===== src/rtl/pipe_wb_reg_if.sv =====
// MEM->WB pipeline register bus: mem-stage inputs, control, and WB-stage outputs.
// The master drives the mem-stage side. The slave is the pipeline register itself.
interface pipe_wb_reg_if #(
    parameter int NCH     = 2,
    parameter int ADDR_W  = 5,
    parameter int DATA_W  = 32,
    parameter int STALL_W = 6,
    parameter int CNT_W   = 32
);
    logic [STALL_W-1:0]    stall;
    logic                  flush;
    logic                  in_valid;
    logic [31:0]           in_pc;
    logic [NCH-1:0]        in_we;
    logic [NCH*ADDR_W-1:0] in_waddr;
    logic [NCH*DATA_W-1:0] in_wdata;
    logic                  cnt_clr;
    logic                  out_valid;
    logic [31:0]           out_pc;
    logic [NCH-1:0]        out_we;
    logic [NCH*ADDR_W-1:0] out_waddr;
    logic [NCH*DATA_W-1:0] out_wdata;
    logic [CNT_W-1:0]      retire_cnt;

    modport master (
        output stall, flush, in_valid, in_pc, in_we, in_waddr, in_wdata, cnt_clr,
        input  out_valid, out_pc, out_we, out_waddr, out_wdata, retire_cnt
    );

    modport slave (
        input  stall, flush, in_valid, in_pc, in_we, in_waddr, in_wdata, cnt_clr,
        output out_valid, out_pc, out_we, out_waddr, out_wdata, retire_cnt
    );
endinterface


===== src/rtl/pipe_wb_reg.sv =====
// MEM->WB pipeline register carrying NCH independent register-write channels.
// It applies the pass/hold/bubble stall rules, inserts a bubble on an exception flush,
// and gates write enables on the valid bit and the per-channel register-zero mask.
// It also keeps a saturating count of retired instructions. All outputs are registered.
module pipe_wb_reg #(
    parameter int             NCH       = 2,
    parameter int             ADDR_W    = 5,
    parameter int             DATA_W    = 32,
    parameter int             STALL_W   = 6,
    parameter int             STAGE     = 4,
    parameter logic [NCH-1:0] ZERO_MASK = NCH'(1'b1),
    parameter int             CNT_W     = 32
) (
    input logic         clk,
    input logic         rst,
    pipe_wb_reg_if.slave bus
);
    typedef enum logic [1:0] {
        ACT_LOAD   = 2'd0,
        ACT_HOLD   = 2'd1,
        ACT_BUBBLE = 2'd2
    } act_e;

    logic                  ds_s;
    act_e                  act_s;
    logic [NCH-1:0]        we_gated_s;
    logic                  unused_stall_s;

    logic                  out_valid_r;
    logic [31:0]           out_pc_r;
    logic [NCH-1:0]        out_we_r;
    logic [NCH*ADDR_W-1:0] out_waddr_r;
    logic [NCH*DATA_W-1:0] out_wdata_r;
    logic [CNT_W-1:0]      retire_cnt_r;

    // Only this stage's bit and the downstream bit are consumed.
    assign unused_stall_s = ^bus.stall;

    // Downstream stop bit. The last stage in the stall vector has no downstream stage.
    generate
        if (STAGE + 1 < STALL_W) begin : g_ds
            assign ds_s = bus.stall[STAGE+1];
        end else begin : g_no_ds
            assign ds_s = 1'b0;
        end
    endgenerate

    // Choose this cycle's action, in priority order: flush, bubble, load, hold.
    always_comb begin
        act_s = ACT_HOLD;
        if (bus.flush) begin
            act_s = ACT_BUBBLE;
        end else if (bus.stall[STAGE] && !ds_s) begin
            act_s = ACT_BUBBLE;
        end else if (!bus.stall[STAGE]) begin
            act_s = ACT_LOAD;
        end else begin
            act_s = ACT_HOLD;
        end
    end

    // Write enables: only valid instructions write, and masked channels never write register 0.
    always_comb begin
        we_gated_s = '0;
        for (int c = 0; c < NCH; c++) begin
            we_gated_s[c] = bus.in_we[c] & bus.in_valid &
                            ~(ZERO_MASK[c] & (bus.in_waddr[c*ADDR_W +: ADDR_W] == {ADDR_W{1'b0}}));
        end
    end

    // Pipeline register: clear on reset, otherwise load, bubble or hold.
    always_ff @(posedge clk) begin
        if (rst) begin
            out_valid_r <= 1'b0;
            out_pc_r    <= 32'h0;
            out_we_r    <= '0;
            out_waddr_r <= '0;
            out_wdata_r <= '0;
        end else begin
            case (act_s)
                ACT_LOAD: begin
                    out_valid_r <= bus.in_valid;
                    out_pc_r    <= bus.in_pc;
                    out_we_r    <= we_gated_s;
                    out_waddr_r <= bus.in_waddr;
                    out_wdata_r <= bus.in_wdata;
                end
                ACT_BUBBLE: begin
                    out_valid_r <= 1'b0;
                    out_pc_r    <= 32'h0;
                    out_we_r    <= '0;
                    out_waddr_r <= '0;
                    out_wdata_r <= '0;
                end
                ACT_HOLD: begin
                    out_valid_r <= out_valid_r;
                    out_pc_r    <= out_pc_r;
                    out_we_r    <= out_we_r;
                    out_waddr_r <= out_waddr_r;
                    out_wdata_r <= out_wdata_r;
                end
                default: begin
                    out_valid_r <= 1'b0;
                    out_pc_r    <= 32'h0;
                    out_we_r    <= '0;
                    out_waddr_r <= '0;
                    out_wdata_r <= '0;
                end
            endcase
        end
    end

    // Retire counter: clear wins over increment. It counts valid loads and saturates at all-ones.
    always_ff @(posedge clk) begin
        if (rst) begin
            retire_cnt_r <= '0;
        end else if (bus.cnt_clr) begin
            retire_cnt_r <= '0;
        end else if ((act_s == ACT_LOAD) && bus.in_valid && (retire_cnt_r != {CNT_W{1'b1}})) begin
            retire_cnt_r <= retire_cnt_r + {{(CNT_W-1){1'b0}}, 1'b1};
        end else begin
            retire_cnt_r <= retire_cnt_r;
        end
    end

    assign bus.out_valid  = out_valid_r;
    assign bus.out_pc     = out_pc_r;
    assign bus.out_we     = out_we_r;
    assign bus.out_waddr  = out_waddr_r;
    assign bus.out_wdata  = out_wdata_r;
    assign bus.retire_cnt = retire_cnt_r;
endmodule

===== src/flat_wrapper.sv =====
// flat-port wrapper written by rule: the top's interface ports become plain ports
module pipe_wb_reg_flat 
#(
    parameter int             NCH       = 2,
    parameter int             ADDR_W    = 5,
    parameter int             DATA_W    = 32,
    parameter int             STALL_W   = 6,
    parameter int             STAGE     = 4,
    parameter logic [NCH-1:0] ZERO_MASK = NCH'(1'b1),
    parameter int             CNT_W     = 32
)
  (clk, rst, bus_stall, bus_flush, bus_in_valid, bus_in_pc, bus_in_we, bus_in_waddr, bus_in_wdata, bus_cnt_clr, bus_out_valid, bus_out_pc, bus_out_we, bus_out_waddr, bus_out_wdata, bus_retire_cnt);
  pipe_wb_reg_if #(.NCH(NCH), .ADDR_W(ADDR_W), .DATA_W(DATA_W), .STALL_W(STALL_W), .CNT_W(CNT_W)) bus_i ();
  input logic clk;
  input logic rst;
  input wire logic [$bits(bus_i.stall)-1:0] bus_stall;
  input wire logic [$bits(bus_i.flush)-1:0] bus_flush;
  input wire logic [$bits(bus_i.in_valid)-1:0] bus_in_valid;
  input wire logic [$bits(bus_i.in_pc)-1:0] bus_in_pc;
  input wire logic [$bits(bus_i.in_we)-1:0] bus_in_we;
  input wire logic [$bits(bus_i.in_waddr)-1:0] bus_in_waddr;
  input wire logic [$bits(bus_i.in_wdata)-1:0] bus_in_wdata;
  input wire logic [$bits(bus_i.cnt_clr)-1:0] bus_cnt_clr;
  output wire logic [$bits(bus_i.out_valid)-1:0] bus_out_valid;
  output wire logic [$bits(bus_i.out_pc)-1:0] bus_out_pc;
  output wire logic [$bits(bus_i.out_we)-1:0] bus_out_we;
  output wire logic [$bits(bus_i.out_waddr)-1:0] bus_out_waddr;
  output wire logic [$bits(bus_i.out_wdata)-1:0] bus_out_wdata;
  output wire logic [$bits(bus_i.retire_cnt)-1:0] bus_retire_cnt;
  assign bus_i.stall = bus_stall;
  assign bus_i.flush = bus_flush;
  assign bus_i.in_valid = bus_in_valid;
  assign bus_i.in_pc = bus_in_pc;
  assign bus_i.in_we = bus_in_we;
  assign bus_i.in_waddr = bus_in_waddr;
  assign bus_i.in_wdata = bus_in_wdata;
  assign bus_i.cnt_clr = bus_cnt_clr;
  assign bus_out_valid = bus_i.out_valid;
  assign bus_out_pc = bus_i.out_pc;
  assign bus_out_we = bus_i.out_we;
  assign bus_out_waddr = bus_i.out_waddr;
  assign bus_out_wdata = bus_i.out_wdata;
  assign bus_retire_cnt = bus_i.retire_cnt;
  pipe_wb_reg #(.NCH(NCH), .ADDR_W(ADDR_W), .DATA_W(DATA_W), .STALL_W(STALL_W), .STAGE(STAGE), .ZERO_MASK(ZERO_MASK), .CNT_W(CNT_W)) u_core (.clk(clk), .rst(rst), .bus(bus_i));
endmodule

===== config.mk =====
export PLATFORM = sky130hd
export DESIGN_NAME = pipe_wb_reg_flat
export DESIGN_NICKNAME = d
export VERILOG_FILES = /design/src/rtl/pipe_wb_reg_if.sv /design/src/rtl/pipe_wb_reg.sv /design/src/flat_wrapper.sv
export SDC_FILE = /design/constraint.sdc
export NUM_CORES = 1
export LEC_CHECK = 0
export BUFFER_PORTS_ARGS = -buffer_cell sky130_fd_sc_hd__buf_4
export CAP_MARGIN = 20
export CORE_MARGIN = 3
export CORE_UTILIZATION = 41
export DETAILED_ROUTE_END_ITERATION = 6
export PLACE_DENSITY = 0.8
export SYNTH_ARGS = -nofsm -noshare
export SYNTH_HDL_FRONTEND = slang
export SYNTH_SLANG_ARGS = --single-unit

===== constraint.sdc =====
create_clock -name clk -period 2.06 [get_ports clk]
set_clock_uncertainty 0.15 [all_clocks]
set_input_delay 0.206 -clock clk [delete_from_list [all_inputs] [get_ports clk]]
set_output_delay 0.206 -clock clk [all_outputs]
set_load 0.05 [all_outputs]

# Yosys cells after proc, flatten, opt, wreduce, memory -nomap -nowiden
# Cells that the tools add are included.
# Widths: inputs -> output; s select.
# word_totals
elab_cells	28
register_bits	141
# classes
eq_ne	2
n_bitwise	4
n_reduce_logical	7
add_sub_neg	1
mux	8
# op_table
operator	count
$pmux 64 s2	1
$pmux 32 s2	1
$add 32x1->32 const B	1
$ne 32x32->1 const B	1
$pmux 10 s2	1
$logic_not 5->1	1
$mux 2	2
$pmux 2 s2	1
$and 1x1->1	3
$logic_and 1x1->1	3
$eq 2x1->1 const B	1
$logic_not 2->1	1
$pmux 1 s2	1
$reduce_or 2->1	1
$logic_not 1->1	1
$mux 1	1
$not 1->1	1

# Longest topological paths before layout
# Gate-level depths: netlist of run 1.
# logic_depth
word_depth	7
ltp_mapped	8
depth_no_buf	6

# Worst setup path before layout of run 1
# No wires, ideal clock.
# synth_path
path_kind	reg-to-reg
start	register u_core.retire_cnt_r[16] (netlist: u_core.bus.retire_cnt[16])
end	register u_core.retire_cnt_r[1] (netlist: u_core.bus.retire_cnt[1])
period_less_slack_ns	2.473
slack_ns	-0.413
stages_incl_launch_ff	9
setup_time_ns	0.068
path_buffers	3
arrival_time_ns	2.255
cell_sequence	dfxtp_1 > nand4_2 > or3_1 > buf_2 > o31ai_4 > buf_6 > buf_6 > nand2_1 > a21oi_2
# synth_between
elab_chain_cells	2
# synth_rtl
item	line_no	text
from (decl)	pipe_wb_reg.sv:34	logic [CNT_W-1:0] retire_cnt_r;
from (signal assigned)	pipe_wb_reg.sv:120	retire_cnt_r <= retire_cnt_r + {{(CNT_W-1){1'b0}}, 1'b1};
from (signal assigned)	pipe_wb_reg.sv:122	retire_cnt_r <= retire_cnt_r;
$ne 32x32->1	pipe_wb_reg.sv:119	end else if ((act_s == ACT_LOAD) && bus.in_valid && (retire_cnt_r != {CNT_W{1'b1}})) begin
$logic_and 1x1->1	pipe_wb_reg.sv:119	
# Every way passes these cells.
# A chain may end at the register's enable or synchronous reset.

# Worst setup path in the final report of run 1
# layout_path
start	register u_core.retire_cnt_r[16] (netlist: u_core.bus.retire_cnt[16])
end	register u_core.retire_cnt_r[29] (netlist: u_core.bus.retire_cnt[29])
# layout_between
elab_chain_cells	2
# layout_rtl
item
branches (longest 2 deep; another with $add 32x1->32)
# Several ways; the timed one is not identified.

==> impl_results.md, run 1 <==
* Status: complete, no violations
* Drc violations at 0
* Max-cap violations at 0
* Die width at 119 um
* Fmax at 490 MHz
* GPL Wtd Cong at 0.871
* Synth Instances at 565
* Max_slew headroom at 55.4%
* Vias/cell at 5.64
* Initial DRC count at 581
* Critical-path cell list: nand4_4, buf_4, nor3_1, o21ai_1, or4_1, a21oi_1
* CTS H-Tree Depth at 4
* Detailed Routing Iterations Pass 1 at 6
* Worst hold path class: in -> reg
* Cts bufs inserted at 17
* Max FO, Critical Path at 7
* Distinct cell type count after synthesis at 40
* Final Non-Filler Cells at 1114
* Syn_area_per_cell at 9.27 um2
* Post-synthesis sequential area ratio at 53.9%
* # rows at 40
* # fillers at 776
* Arr. time, crit path at 2220 ps
* Antenna Violating Nets Remaining at 0
* Synth area leader: dfxtp_1
* Crit path launch type: flop
* Final-report max-slew violation count at 0
* Netlist Area Pre-Place at 5240 um2
* CP max stage cell: or4_1
* Synth top area cells: dfxtp_1, a22oi_1, nor2_1
* Layout cell share with drive strength beyond 1 at 38.1%
* Hold Slack at 145 ps
* Clock buffer depth at 2
* Minimum clock period at 2040 ps
* Initial antenna violation count at 1
* Kind of end point of the critical path: flop
* First-pass GRT wire length at 33500 um
* Num Clock Sinks at 141
* Fin crit share at 99.1%
* Boundary pin count at 260
* CP Buf/Inv Count at 1
* Avg WL per Cell at 19.7 um
* Total grt overflow at 0
* Clock root buffer: clkbuf_16
* Leakage at 3.89 nW
* RSZ-0062 raised after global routing: true
* Peak supply drop at 0.578 mV
* I/O Buffers at 255
* Initial Utilization at 42.7%
* Clock tree from TritonCTS: built
* Fin area at 9280 um2
* Synth Warn # at 0
* Overall die height at 119 um
* Reg clk slew, reported paths at 60 ps
* Count of state elements after synthesis at 141
* Routed vias at 6288
* Vias in the first global route at 6475
* Mapped Nets at 685
* Top cell type's share of synthesized area at 53.9%
* CP required at 2240 ps
* Worst slew pin tran at 669 ps
* Kind of critical path: reg -> reg
* # placed instances at 969
* Layout Nets at 1051
* PwrDens at 746 nW/um2
* Crit-path max cell delay at 440 ps
* Total global-route track usage at 29.7%
* CORE AREA at 12300 um2
* Largest net degree at the start of global routing at 111
* Final hold vios at 0
* Post-synthesis async set-or-reset flop share at 0%
* Die area at 14200 um2
* DP Area at 7520 um2
* Worst skew pair latency at 410 ps
* Post-synth EDFFs at 0
* DP HPWL at 12100 um
* Final setup viols at 0
* Final wirelength at 21900 um
* CP delay by family, top: simple AND/OR/NAND/NOR gates
* Layout overhead on the synthesized area at 77.2%
* Synth Flop Type: dfxtp_1
==> worst paths after layout <==
| path | end | slack (ps) | depth (start not counted) | startpoint |
|---|---|---|---|---|
| setup / recovery | u_core.bus.retire_cnt[29]$_SDFFE_PP0P_ | 20 | 6 | u_core.bus.retire_cnt[16]$_SDFFE_PP0P_ |
| hold reg to reg | u_core.bus.out_we[0]$_SDFFE_PP0P_ | 310 | 2 | u_core.bus.out_we[0]$_SDFFE_PP0P_ |
| setup reg to reg | u_core.bus.retire_cnt[29]$_SDFFE_PP0P_ | 20 | 6 | u_core.bus.retire_cnt[16]$_SDFFE_PP0P_ |
| hold / removal | u_core.bus.out_wdata[63]$_SDFFE_PP0P_ | 140 | 3 | rst |
==> layout make-up <==
class	count	area [um2]	share of cell area [%]
Multi-Input combinational cell	376	2270	24.4
Clock buffer	28	538	5.80
Tap cell	168	210	2.26
Antenna cell	2	5.00	0.0539
Sequential cell	141	2890	31.2
Clock inverter	4	71.3	0.768
Timing Repair Buffer	392	3280	35.4
Inverter	3	11.3	0.121
==> synthesized netlist by cell type (all sizes together), types with 6 or more instances <==
master    n
a22oi   107
dfxtp   141
or3      10
or4      13
buf      13
nand4     9
nor2    119
nand3    11
o31ai    14
clkbuf   32
nand2    19
and4      6
o21ai    11
a21oi    27
==> timing repair <==
item,CTS,global route
resized for setup,0,9
setup buffers,0,1
endpoints found under the hold margin,109,0
setup endpoints to repair,0,18
hold buffers,109,0
==> registers in the layout (all words and copies together) (netlist names) <==
name                   cells
u_core.bus.out_pc         32
u_core.bus.out_valid       1
u_core.bus.out_waddr      10
u_core.bus.out_wdata      64
u_core.bus.out_we          2
u_core.bus.retire_cnt     32
==> cell families after synthesis <==
kind of cell / count (synthesis) / synth area share (%)
simple gates: 199 / 17.7
compound gates: 170 / 23.3
flops: 141 / 53.9
buf+inv: 48 / 3.87
xor+xnor: 5 / 0.836
mux: 1 / 0.191
fa+ha+maj: 1 / 0.239
==> cell usage in the layout, fill, tap and decap left out, types with 8 or more instances in the layout <==
cell           count
buf_4            278
a21oi_1           22
or4_1             13
nand2_1           18
dfxtp_4           13
dfxtp_2           18
clkbuf_16         19
or3_1              9
dfxtp_1          110
dlygate4sd3_1    109
o31ai_1           13
a22oi_1          107
nand4_1            8
nand3_1           10
nor2_1           117
==> worst register-to-register path: stages (launching register included) <==
cell and delay (ps):
dfxtp_4 390, nand4_4 100, buf_4 170, nor3_1 380, o21ai_1 180, or4_1 440
a21oi_1 160
==> per-stage QoR <==
step                setup TNS, ps  utilization (%)  total power [mW]  setup WS (ps)
CTS                             0             75.2              6.89           10.3
global route                -91.2             75.7              7.13          -44.8
finish                          0             75.7              6.92           18.7
global placement                0             61.3              3.59           63.3
detailed placement              0             61.3              3.61           30.3
floorplan                   -10.3                -              3.27          -7.08
==> routing by layer <==
| layer | part of all wire, % | routed length, um | track usage, % |
|---|---|---|---|
| met5 | 0 | 0 | 0 |
| met4 | 4.9 | 1090 | 16.7 |
| met3 | 7.4 | 1630 | 7.60 |
| met2 | 52 | 11400 | 52.7 |
| met1 | 36 | 7810 | 31.8 |
==> where the power goes <==
group / leakage (nW) / switching, mW / internal (mW) / total [mW]
logic: 2.43 / 0.521 / 0.437 / 0.958
clock network: 0.300 / 1.13 / 2.02 / 3.15
registers: 1.16 / 0.0430 / 2.77 / 2.82
total: 3.89 / 1.69 / 5.23 / 6.92
(Power assumes the default switching activity.)
==> run 2, diff against run 1 <==
--- a/config.mk
+++ b/config.mk
@@ -7,6 +7,7 @@
 export LEC_CHECK = 0
 export BUFFER_PORTS_ARGS = -buffer_cell sky130_fd_sc_hd__buf_4
 export CAP_MARGIN = 20
+export CORE_ASPECT_RATIO = 0.8
 export CORE_MARGIN = 3
 export CORE_UTILIZATION = 41
 export DETAILED_ROUTE_END_ITERATION = 6
==> run 2 against run 1 <==
  * Non-clock buffer count increased by 1
  * Die area barely moved
  * Final area fell by 1.0%
  * Largest power group is now sequential cells
  * Critical path depth increased by 1
  * Power down 6.7%
==> impl_results.md, run 2 (synthesized netlist as in run 1, its figures left out) <==
* Status: complete, no violations
* Critical-path cell list: ha_1, and2_1, nand4_1, o31ai_4, buf_6, or4_1, a21oi_1
* PwrDens at 703 nW/um2 (-5.7%)
* Clock tree from TritonCTS: built
* Initial Utilization at 42.4% (-0.28 points)
* Peak supply drop at 0.599 mV (+3.7%)
* Cts bufs inserted at 17 (unchanged)
* Initial DRC count at 666 (+15%)
* Reg clk slew, reported paths at 60 ps (about the same)
* Layout cell share with drive strength beyond 1 at 38.9% (+0.72 points)
* Kind of critical path: reg -> reg
* Kind of end point of the critical path: flop
* Vias/cell at 5.55 (-1.6%)
* Final-report max-slew violation count at 0 (unchanged)
* CP required at 2250 ps (about the same)
* DP HPWL at 12000 um (-1.2%)
* Fmax at 498 MHz (+1.7%)
* Layout overhead on the synthesized area at 75.4%
* First-pass GRT wire length at 32300 um (-3.6%)
* Hold Slack at 66.4 ps (-78.6 ps)
* Die width at 132 um (+11%)
* Fin crit share at 97.5% (-1.6 points)
* Layout Nets at 1052 (+0.095%)
* Max FO, Critical Path at 17 (+10)
* Final setup viols at 0 (unchanged)
* Total Power at 6.46 mW (-6.7%)
* Vias in the first global route at 6419 (-0.86%)
* Sw Share at 25.6% (+1.2 points)
* Boundary pin count at 260 (unchanged)
* Drc violations at 0 (unchanged)
* Total grt overflow at 0 (unchanged)
* Arr. time, crit path at 2190 ps (-30 ps)
* Sequential share of power at 43.6% (+2.9 points)
* Max_slew headroom at 54.1% (-1.3 points)
* Final wirelength at 20800 um (-5.4%)
* RSZ-0062 raised after global routing: true
* Crit-path max cell delay at 490 ps (+50 ps)
* Max-cap violations at 0 (unchanged)
* Total global-route track usage at 28.3% (-1.4 points)
* CORE AREA at 12300 um2 (+0.65%)
* GPL Wtd Cong at 0.828 (-5.0%)
* Cell Int Power at 4.81 mW (-8.1%)
* Overall die height at 107 um (-10%)
* Num Clock Sinks at 141 (unchanged)
* I/O Buffers at 255 (unchanged)
* Die area at 14200 um2 (about the same)
* Net Switching at 1.65 mW (-2.3%)
* Initial antenna violation count at 1 (unchanged)
* Commonest non-fill, non-tap cell in the layout: buf_4
* Power share of the combinational group at 14.5% (+0.7 points)
* Clock root buffer: clkbuf_16
* CP max stage cell: or4_1
* Worst slew pin tran at 689 ps (+19.5 ps)
* CTS H-Tree Depth at 4 (unchanged)
* Largest net degree at the start of global routing at 108 (-2.7%)
* Most frequent cells in the layout: buf_4, nor2_1, dlygate4sd3_1, dfxtp_1, a22oi_1
* Worst hold path class: in -> reg
* Routed vias at 6185 (-1.6%)
* Detailed Routing Iterations Pass 1 at 6 (unchanged)
* Final hold vios at 0 (unchanged)
* Clk pwr share at 41.9% (-3.6 points)
* Leakage at 3.86 nW (-0.87%)
* Avg WL per Cell at 18.6 um (-5.4%)
* Antenna Violating Nets Remaining at 0 (unchanged)
* Crit path launch type: flop
* Clock buffer depth at 2 (unchanged)
* Minimum clock period at 2010 ps (-33.4 ps)
* # rows at 36 (-10%)
* Worst skew pair latency at 420 ps (about the same)
* Flip-flop count of the largest register after layout at 64 (unchanged)
run 2: cell count changes in the layout (fill, tap and decap cells not counted), sizes merged:
cell	previous run	this run
buf	282	283
bufinv	2	0
clkbuf	29	22
clkinv	1	4
clkinvlp	0	1
diode	2	1
dlygate4sd3	109	110
inv	4	5
run 2: area by class of cell:
cell class / instances / area [um2]
antenna: 1 / 2.50
multi-input combinational: 376 / 2290
clock buffer: 22 / 474
timing repair buffer: 393 / 3260
clock inverter: 7 / 40.0
fill: 845 / 3150
inverter: 3 / 11.3
tap: 171 / 214
sequential: 141 / 2890
run 2: worst paths after layout:
path,to,slack (ps),from,cells after the start
setup reg to reg,u_core.bus.retire_cnt[9]$_SDFFE_PP0P_,50,u_core.bus.retire_cnt[0]$_SDFFE_PP0P_,7
hold reg to reg,u_core.bus.out_we[0]$_SDFFE_PP0P_,320,u_core.bus.out_we[0]$_SDFFE_PP0P_,2
hold / removal,u_core.bus.out_wdata[55]$_SDFFE_PP0P_,70,bus_flush,4
setup / recovery,u_core.bus.retire_cnt[9]$_SDFFE_PP0P_,50,u_core.bus.retire_cnt[0]$_SDFFE_PP0P_,7
run 2: metrics by stage:
stage / cell area [um2] / worst slack (ps) / utilization, % / cells / setup TNS, ps
after detailed placement: 7500 / -21.5 / 60.7 / 972 / -47.7
after floorplan: 5320 / -7.08 / - / 565 / -10.3
after global routing: 9190 / -27.1 / 74.5 / 1114 / -98.4
after CTS: 9120 / 12.4 / 73.9 / 1111 / 0
after global placement: 7500 / 56.8 / 60.7 / 972 / 0
final: 9190 / 52.2 / 74.5 / 1114 / 0
run 2: worst max-delay path, delay by kind of cell, from the launching register on:
| family | cells | cell delay, ps |
|---|---|---|
| and+or+nand+nor | 3 | 830 |
| DFF | 1 | 340 |
| AOI/OAI and AO/OA | 2 | 250 |
| adders and majority gates | 1 | 210 |
| buffers and inverters | 1 | 160 |
run 2: metal layers:
layer | vias up | global-route usage, % | share of wire (%)
met5 | - | 0 | 0
met4 | 0 | 14.2 | 3.9
met3 | 72 | 9.24 | 8.6
met2 | 343 | 48.8 | 50
met1 | 2956 | 31.5 | 37
li1 | 2814 | - | -
run 2: timing repair:
item                                    CTS  global route
gates resized for setup                   2            16
hold buffers                            110             0
pin swaps                                 0             5
endpoints found under the hold margin   109             0
endpoints found under the setup margin    6            26
gates cloned                              0             0
buffers inserted                          0             2
run 2: power by group through the flow:
stage	logic [mW]	clock network, mW	registers (mW)
floorplan	0.191	0	3.08
global placement	0.720	0	2.87
detailed placement	0.735	0	2.87
CTS	0.906	2.75	2.81
global route	0.984	2.86	2.82
finish	0.937	2.71	2.82
